<file path="src/rtl/oam_dma_arbiter.sv">
// OAM DMA engine and CPU/DMA external-bus arbiter.
// Optional: define OAM_DMA_BUS_CONFLICT_EN so blocked CPU reads return the byte the DMA is fetching.
module oam_dma_arbiter #(
  parameter int unsigned DMA_LENGTH   = 160,
  parameter logic [15:0] DMA_REG_ADDR = 16'hFF46,
  parameter int unsigned START_DELAY  = 1
) (
  input  logic        clk,
  input  logic        reset_n,
  input  logic [1:0]  t_cycle,
  input  logic [15:0] cpu_addr,
  input  logic        cpu_enable,
  input  logic        cpu_write,
  input  logic [7:0]  cpu_data_out,
  output logic [7:0]  cpu_data_in,
  input  logic [7:0]  io_data_in,
  output logic [15:0] ext_addr,
  output logic        ext_enable,
  output logic        ext_write,
  output logic [7:0]  ext_data_out,
  input  logic [7:0]  ext_data_in,
  output logic [7:0]  oam_addr,
  output logic        oam_write,
  output logic [7:0]  oam_data,
  output logic        dma_active
);

  typedef enum logic [1:0] {
    S_IDLE,
    S_START,
    S_ACTIVE
  } state_t;

  state_t      state;
  state_t      state_nxt;
  logic [7:0]  idx;
  logic [7:0]  delay;
  logic [7:0]  src;
  logic [7:0]  srcm;
  logic        blocked;
  logic        m_end;
  logic        reg_wr;
  logic        start_done;
  logic        last_xfer;
  logic        cpu_low;

  assign m_end      = (t_cycle == 2'd3);
  assign reg_wr     = cpu_enable & cpu_write & (cpu_addr == DMA_REG_ADDR) & m_end;
  // START lasts START_DELAY M-cycles: the test sees delay before its final decrement to zero.
  assign start_done = (state == S_START) & m_end & (delay <= 8'd1);
  assign last_xfer  = (state == S_ACTIVE) & m_end & (idx == 8'(DMA_LENGTH - 1));
  assign cpu_low    = (cpu_addr < 16'hFF00);
  assign srcm       = (src >= 8'hE0) ? (src - 8'h20) : src;

  always_ff @(posedge clk or negedge reset_n) begin
    if (!reset_n) begin
      state <= S_IDLE;
    end else begin
      state <= state_nxt;
    end
  end

  always_comb begin
    state_nxt = state;
    case (state)
      S_START:  if (start_done) state_nxt = S_ACTIVE;
      S_ACTIVE: if (last_xfer)  state_nxt = S_IDLE;
      default:  state_nxt = state;
    endcase
    if (reg_wr) state_nxt = S_START;
  end

  // A register write wins over every other update on the same edge, including the last transfer.
  always_ff @(posedge clk or negedge reset_n) begin
    if (!reset_n) begin
      idx     <= '0;
      delay   <= '0;
      src     <= '1;
      blocked <= 1'b0;
    end else if (reg_wr) begin
      src   <= cpu_data_out;
      idx   <= '0;
      delay <= 8'(START_DELAY);
    end else if (m_end) begin
      if (state == S_START) begin
        if (delay != '0) delay <= delay - 8'd1;
        if (start_done) blocked <= 1'b1;
      end
      if (state == S_ACTIVE) begin
        if (last_xfer) begin
          idx     <= '0;
          blocked <= 1'b0;
        end else begin
          idx <= idx + 8'd1;
        end
      end
    end
  end

  always_comb begin
    ext_addr     = '0;
    ext_enable   = 1'b0;
    ext_write    = 1'b0;
    ext_data_out = '0;
    oam_write    = 1'b0;
    oam_addr     = idx;
    oam_data     = ext_data_in;
    cpu_data_in  = ext_data_in;
    dma_active   = (state != S_IDLE);

    if (state == S_ACTIVE) begin
      ext_addr   = {srcm, idx};
      ext_enable = 1'b1;
      oam_write  = m_end;
    end else if (cpu_enable && cpu_low && !blocked) begin
      ext_addr     = cpu_addr;
      ext_enable   = 1'b1;
      ext_write    = cpu_write;
      ext_data_out = cpu_data_out;
    end

    if (!cpu_low) begin
      cpu_data_in = (cpu_addr == DMA_REG_ADDR) ? src : io_data_in;
    end else if (blocked) begin
`ifdef OAM_DMA_BUS_CONFLICT_EN
      cpu_data_in = ext_data_in;
`else
      cpu_data_in = 8'hFF;
`endif
    end
  end

endmodule

</file>
<file path="config.mk">
export PLATFORM = sky130hd
export DESIGN_NAME = oam_dma_arbiter
export DESIGN_NICKNAME = d
export VERILOG_FILES = /design/src/rtl/oam_dma_arbiter.sv
export SDC_FILE = /design/constraint.sdc
export NUM_CORES = 1
export LEC_CHECK = 0
export CAP_MARGIN = 40
export CORE_MARGIN = 1
export CORE_UTILIZATION = 44
export CTS_CLUSTER_SIZE = 25
export DETAILED_ROUTE_END_ITERATION = 10
export PLACE_DENSITY = 0.86
export SYNTH_ARGS = -nofsm -noshare
export SYNTH_HDL_FRONTEND = slang
export SYNTH_SLANG_ARGS = --single-unit
export TNS_END_PERCENT = 1
</file>
<file path="constraint.sdc">
create_clock -name clk -period 3.1 [get_ports clk]
set_input_delay 0.62 -clock clk [delete_from_list [all_inputs] [get_ports clk]]
set_output_delay 0.62 -clock clk [all_outputs]
set_load 0.02 [all_outputs]
</file>
## Word-level counts from Yosys, hierarchy flattened

Index checks and enable logic that the tools add are counted.

- Bits in registers: 27
- Input bits: 46
- Output and inout port bits: 52
- Word-level logic and storage cells: 69

- Add/subtract/negate cells: 3
- Order comparisons: 3
- Equality and inequality tests: 7
- Multiplexer cells: 29
- Bitwise gates (word level): 8
- Reductions and logical operators: 14

Operator list:

| kind | count |
|---|---|
| $mux W8 | 14 |
| $mux W16 | 2 |
| $eq A16 B16 Y1 const B | 1 |
| $lt A16 B16 Y1 const B | 1 |
| $reduce_bool A2 Y1 | 5 |
| $mux W1 | 9 |
| $add A8 B1 Y8 const B | 1 |
| $eq A8 B8 Y1 const B | 1 |
| $ge A8 B8 Y1 const B | 1 |
| $le A8 B1 Y1 const B | 1 |
| $reduce_bool A8 Y1 | 1 |
| $sub A8 B1 Y8 const B | 1 |
| $sub A8 B6 Y8 const B | 1 |
| $and A1 B1 Y1 | 7 |
| $mux W2 | 3 |
| $ne A3 B3 Y1 const B | 2 |
| $reduce_and A3 Y1 | 2 |
| $eq A2 B2 Y1 const B | 2 |
| $pmux W2 S2 | 1 |
| $reduce_and A2 Y1 | 2 |
| $reduce_bool A3 Y1 | 1 |
| $eq A2 B1 Y1 const B | 1 |
| $logic_and A1 B1 Y1 | 2 |
| $logic_not A1 Y1 | 1 |
| $not A1 Y1 | 1 |

## Depth between registers and ports, before layout

Gate-level depths: netlist of the first run.

- Depth in word-level cells: 7
- Mapped depth: 7
- Mapped depth without buffers: 6

## Worst setup path before layout of the first run

Ideal clock, no wire load.

- Path kind: input to output
- Start: in cpu_addr[15]
- End: out ext_enable
- Arrival: 1959 ps
- Required time: 2480 ps
- Setup slack: 521 ps
- Stages: 6
- Path buffers: 2
- Path through: nand4_1 > or2_0 > buf_2 > a31oi_1 > clkbuf_1 > inv_1

- Cells in the longest elaborated chain, start to end: 5

Ends and longest elaborated chain:

| item | RTL line | text |
|---|---|---|
| from (decl) | 11 | `input logic [15:0] cpu_addr,` |
| $lt A16 B16 Y1 | 52 | `assign cpu_low = (cpu_addr < 16'hFF00);` |
| $logic_and A1 B1 Y1 (2 in series) | 115 | `end else if (cpu_enable && cpu_low && !blocked) begin` |
| $mux W1 | 115 |  |
| $mux W1 | 111 | `if (state == S_ACTIVE) begin` |
| to (decl) | 18 | `output logic ext_enable,` |

No other way between the ends.

## Worst setup path after layout of the first run

- Start: in cpu_addr[8]
- End: out ext_addr[3]

- Cells in the longest elaborated chain, start to end: 5

Ends and longest elaborated chain:

| item | RTL line | text |
|---|---|---|
| $lt A16 B16 Y1 | 52 |  |
| $logic_and A1 B1 Y1 (2 in series) | 115 |  |
| $mux W16 | 115 |  |
| $mux W16 | 111 |  |
| to (decl) | 17 | `output logic [15:0] ext_addr,` |

No other way between the ends.

==> results.json, run 1 <==
{
  "syn_inst": 241,
  "drt_drc_violations_left": 0,
  "status": "complete, no violations",
  "initial_core_util_pct": 45.9,
  "die_w_um": 69.4,
  "htreeDepth": 1,
  "cpLargestDelayFamily": "buffers and inverters",
  "via_count": 2277,
  "seq_area_frac_synth_pct": 34.3,
  "wirelength_um": 6720,
  "final_max_slew_viol_count": 0,
  "fmax_mhz": 332,
  "finalCritPeriodShare_pct": 97.3,
  "die_area_mm2": 0.00482,
  "port_buffers": 97,
  "drive_above_1_share_pct": 15.0,
  "top_layer": "met4",
  "ir_worst_vdd_uv": 209,
  "grt_usage_pct": 27.3,
  "path_depth": 7,
  "worst_skew_pair.late_latency_ps": 270,
  "finalSetupViolations": 0,
  "skew_ps": 6.18,
  "startpoint": "cpu_addr[8]",
  "max_stage_delay_ps": 510,
  "leakagePower_uw": 0.00151,
  "cts.path.max_buffers": 2,
  "hold_buffers": 0,
  "dp.cells": 394,
  "max_cap_viol_count": 0,
  "gp_congestion": 0.898,
  "rsz0062_at_grt": "no",
  "coreArea_mm2": 0.00435,
  "stdcell_count": 398,
  "power_density_mw_per_mm2": 214,
  "reg2regPathDepth": 4,
  "detail-route-antenna-nets": 0,
  "synth_seq_cells": 27,
  "num_antenna_cells": 0,
  "grt_pass1_wl_um": 10500,
  "dpl.hpwl_um": 5290,
  "syn_area_mm2": 0.00200,
  "p_total_uw": 671,
  "grt_max_degree": 27,
  "r2r-start": "state[1]$_DFFE_PN0P_",
  "fin_crit_ps": 3020,
  "post-route-cell-area_mm2": 0.00314,
  "dr.pass1.iters": 4,
  "wl_met3_um": 379,
  "die_h_um": 69.4,
  "crit_type": "in -> out",
  "hold_path.class": "in -> async",
  "clock-sinks": 27,
  "multi_input_area_mm2": 0.00117,
  "num_rows": 24,
  "wl_per_cell_um": 16.9,
  "async_flop_share_pct": 100,
  "slew_headroom_pct": 59.0,
  "clkSlewWorstSetupHoldPaths_ps": 90,
  "numCtsBuffers": 3,
  "worstPathArrival_ps": 2400,
  "viasPerCell": 5.72,
  "wl_met2_um": 3300,
  "grt_pass1_vias": 2163,
  "ctsRootBufferMaster": "clkbuf_8",
  "cts_tree": "built",
  "crit_buf_inv": 3,
  "io_pins": 98,
  "cp_data_required_time_ps": 2480,
  "fillers": 356,
  "synth.distinct_cells": 51,
  "drt_iter0_drc": 132,
  "r2r_slack_ps": 1230,
  "end_kind": "output pin",
  "start_kind": "primary input",
  "ys.flop_type": "dfrtp_1",
  "path_max_fanout": 8,
  "antenna_found_initial": 0,
  "slowest_stage": "clkdlybuf4s50_1",
  "tightest_slew_ps": 614,
  "synth_edf_count": 0,
  "finalNetCount": 397,
  "area_delta_synth_final_pct": 57.1,
  "regArea_um2": 686,
  "yosysWarnings": 0,
  "syn_avg_cell_area_um2": 8.30,
  "synth_nets": 291,
  "hold_violations": 0,
  "wl_met1_um": 2890,
  "overflow": 0,
  "place_area_mm2": 0.00312,
  "cp_cell_sequence": "clkdlybuf4s50_1 > nand4_1 > or2_0 > a31oi_1 > buf_4 > a21oi_1 > dlygate4sd2_1"
}
cell usage after synthesis (3+ instances only):
master | n | share of area (%)
or2_2 | 3 | 0.94
clkbuf_1 | 6 | 1.1
mux2i_1 | 10 | 5.0
nand4_1 | 5 | 1.6
ha_1 | 4 | 2.5
nor3_1 | 14 | 3.5
mux2_2 | 7 | 3.9
a21oi_1 | 30 | 7.5
xnor2_1 | 3 | 1.3
dfrtp_1 | 19 | 24
nor2_1 | 10 | 1.9
dfstp_2 | 8 | 11
nor4_1 | 3 | 0.94
nand3_1 | 8 | 2.0
and2_1 | 9 | 2.8
buf_4 | 9 | 3.4
xor2_1 | 4 | 1.8
nand2_1 | 38 | 7.1
inv_1 | 11 | 2.1
nand2b_1 | 3 | 0.94
sequential cells by signal (all words and copies together) (netlist names):
name      cells
oam_addr      8
state         2
blocked       1
src           8
delay         8
metrics by stage:
stage	setup WS, ps	hold slack, ps	TNS [ps]	util [%]
after floorplan	521	324	0	-
after global placement	-273	552	-3070	71.2
after detailed placement	-297	561	-3710	71.6
after CTS	108	574	0	72.0
after global routing	3.07	559	0	72.1
final	84.6	568	0	72.1
cell usage in the layout (no fill, tap or decap), types with 4 or more instances in the layout:
| cell type | instances |
|---|---|
| dfstp_2 | 8 |
| ha_1 | 4 |
| nand2_1 | 38 |
| mux2_2 | 7 |
| nand4_1 | 5 |
| nor2_1 | 10 |
| nor3_1 | 14 |
| a21oi_1 | 30 |
| dfrtp_1 | 19 |
| and2_1 | 9 |
| buf_4 | 22 |
| mux2i_1 | 10 |
| xor2_1 | 4 |
| clkdlybuf4s50_1 | 63 |
| dlygate4sd2_1 | 32 |
| inv_1 | 11 |
| nand3_1 | 8 |
power by group:
| part | total [uW] | internal, uW | leakage (uW) | switching, uW |
|---|---|---|---|---|
| Clock | 199 | 90.1 | 0.0000255 | 109 |
| Combinational | 119 | 74.1 | 0.00114 | 44.5 |
| Sequential | 353 | 353 | 0.000338 | 0.0530 |
final timing paths:
kind | end
worst min-delay path | delay[7]$_DFFE_PN0P_
worst min register to register | state[0]$_DFFE_PN0P_
worst max-delay path | ext_addr[3]
worst max register to register | delay[5]$_DFFE_PN0P_
max in group asynchronous | src[6]$_DFFE_PN1P_
min in group clk | state[0]$_DFFE_PN0P_
per-layer routing:
layer | track usage [%] | vias up
li1 | - | 1054
met1 | 35.3 | 1111
met2 | 47.1 | 96
met3 | 3.49 | 16
met4 | 8.62 | 0
met5 | 0 | -
cells by family (layout without fill, tap and decap cells):
group	count (synthesis)	in the layout	share of synthesized area, %
adder cells (fa/ha/maj)	4	4	2.50
XOR/XNOR	7	7	3.07
multiplexers	18	18	9.51
AND/OR/NAND/NOR	110	110	29.4
flip-flops	27	27	34.3
AO/OA/AOI/OAI	44	44	13.3
buffers and inverters	31	136	8.01
area by class of cell:
cell class	instances	area share (%)
inverters	11	1.31
repair buffers	121	36.1
flip-flops and latches	27	21.8
multi-input cells	183	37.2
well taps	52	2.07
clock buffers	3	1.31
clock inverters	1	0.159
timing repair:
action	4_1_cts	5_1_grt
buffers inserted	0	0
setup endpoints to repair	33	2
gates resized for setup	35	2
cloned	0	0
No activity file was read; power rests on OpenSTA's default activity.
==> run 2: changes to the inputs <==
--- a/config.mk
+++ b/config.mk
@@ -5,7 +5,8 @@
 export SDC_FILE = /design/constraint.sdc
 export NUM_CORES = 1
 export LEC_CHECK = 0
-export CAP_MARGIN = 40
+export ABC_CLOCK_PERIOD_IN_PS = 3100
+export CAP_MARGIN = 20
 export CORE_MARGIN = 1
 export CORE_UTILIZATION = 44
 export CTS_CLUSTER_SIZE = 25
==> run 2 against run 1 <==
Net effect: critical path depth did not move; first-iteration DRC count grew 5.3%; sequential cell count unchanged; power is 0.83% higher; worst setup slack got worse by 19 ps; wire length is 2.1% lower; critical path type unchanged; largest power group unchanged.
==> results.json, run 2 (synthesis results as in run 1) <==
{
  "leakagePower_uw": 0.00151,
  "antenna_found_initial": 0,
  "r2r_slack_ps": 1280,
  "num_antenna_cells": 0,
  "status": "complete, no violations",
  "io_pins": 98,
  "die_area_mm2": 0.00482,
  "power_frac_seq_pct": 52.2,
  "grt_pass1_wl_um": 10700,
  "skew_ps": 2.80,
  "dpl.hpwl_um": 5240,
  "htreeDepth": 1,
  "drt_drc_violations_left": 0,
  "rsz0062_at_grt": "no",
  "combPwrFrac_pct": 17.1,
  "hold_violations": 0,
  "dp.cells": 393,
  "clkSlewWorstSetupHoldPaths_ps": 90,
  "finalCritPeriodShare_pct": 97.9,
  "die_h_um": 69.4,
  "cp_data_required_time_ps": 2480,
  "grt_usage_pct": 28.0,
  "fmax_mhz": 330,
  "port_buffers": 97,
  "finalSetupViolations": 0,
  "post-cts-setup-buffer-count": 0,
  "worstPathArrival_ps": 2410,
  "numCtsBuffers": 3,
  "overflow": 0,
  "finalNetCount": 396,
  "stdcell_count": 397,
  "hold_path.class": "reg -> reg",
  "power_density_mw_per_mm2": 217,
  "num_rows": 24,
  "p_int_uw": 517,
  "final.setup.tns_ps": 0,
  "ctsRootBufferMaster": "clkbuf_8",
  "clkPwrFrac_pct": 30.7,
  "drive_above_1_share_pct": 15.1,
  "wirelength_um": 6580,
  "crit_type": "in -> out",
  "drt_iter0_drc": 139,
  "coreArea_mm2": 0.00435,
  "grt_pass1_vias": 2144,
  "path_max_fanout": 8,
  "initial_core_util_pct": 45.9,
  "viasPerCell": 5.50,
  "fin_crit_ps": 3030,
  "place_area_mm2": 0.00310,
  "start_kind": "primary input",
  "die_w_um": 69.4,
  "gp_congestion": 0.898,
  "ir_worst_vdd_uv": 193,
  "final_common_cell": "clkdlybuf4s50_1",
  "area_delta_synth_final_pct": 56.1,
  "p_switching_uw": 159,
  "worst_skew_pair.late_latency_ps": 280,
  "detail-route-antenna-nets": 0,
  "post-route-cell-area_mm2": 0.00312,
  "dr.pass1.iters": 4,
  "clock-sinks": 27,
  "wl_per_cell_um": 16.6,
  "p_sw_share_pct": 23.5,
  "slew_headroom_pct": 37.9,
  "via_count": 2183,
  "final_max_slew_viol_count": 0,
  "end_kind": "output pin",
  "grt_max_degree": 27,
  "max_cap_viol_count": 0,
  "cts_tree": "built",
  "cts.path.max_buffers": 2,
  "layout_common_cells": "clkdlybuf4s50_1 (63), nand2_1 (38), a21oi_1 (30)",
  "tightest_slew_ps": 929
}
## run 2: changes by cell type in the layout (fill, tap and decap cells not counted)
cell / before / now
dlygate4sd2_1: 32 / 27
clkdlybuf4s15_1: 1 / 4
clkbuf_2: 0 / 2
buf_8: 1 / 0
clkbuf_1: 0 / 1
clkinv_2: 1 / 0
## run 2: worst paths after layout
check,to,from,depth (start not counted)
max,ext_addr[2],cpu_addr[13],7
min,state[0]$_DFFE_PN0P_,state[0]$_DFFE_PN0P_,1
max reg2reg,delay[7]$_DFFE_PN0P_,state[1]$_DFFE_PN0P_,4
min reg2reg,state[0]$_DFFE_PN0P_,state[0]$_DFFE_PN0P_,1
max in group asynchronous,src[7]$_DFFE_PN1P_,reset_n,2
min in group asynchronous,oam_addr[2]$_DFFE_PN0P_,reset_n,1
## run 2: stage by stage
stage               worst slack [ps]  total power, uW  utilization, %  hold slack [ps]
detailed placement              -308              472            71.2              558
global route                    4.40              701            71.7              619
floorplan                        521              386               -              324
CTS                             91.6              675            71.7              585
global placement                -273              470            71.2              552
finish                          65.4              676            71.7              582
## run 2: worst max-delay path, cell delays in order
cell and delay (ps):
clkdlybuf4s50_1 510, nand4_1 150, or2_0 270, a31oi_1 230
buf_4 210, a21oi_1 90, dlygate4sd2_1 340
## run 2: layout make-up
class | count | area, um2
clock buffer | 4 | 45.0
timing repair buffer | 120 | 1110
sequential | 27 | 686
inverter | 11 | 41.3
multi-input combinational | 183 | 1170
fill | 347 | 1230
tap | 52 | 65.1
## run 2: repair_timing
action / in CTS / in global routing
pin swaps: 0 / 0
gates resized for setup: 35 / 9
hold buffers: 0 / 0
setup endpoints to repair: 33 / 7
## run 2: power groups by stage
stage	clock network, uW	logic, uW	registers, uW
floorplan	0	26.9	359
global placement	0	111	359
CTS	207	116	353
detailed placement	0	113	359
finish	208	116	353
global route	225	123	353
## run 2: layer usage
layer  GRT usage [%]  vias up  wire (um)
li1                -     1053          -
met1            37.6     1035       2760
met2            46.4       82       3220
met3            3.20       13        434
met4            10.4        0        161
met5               0        -          0
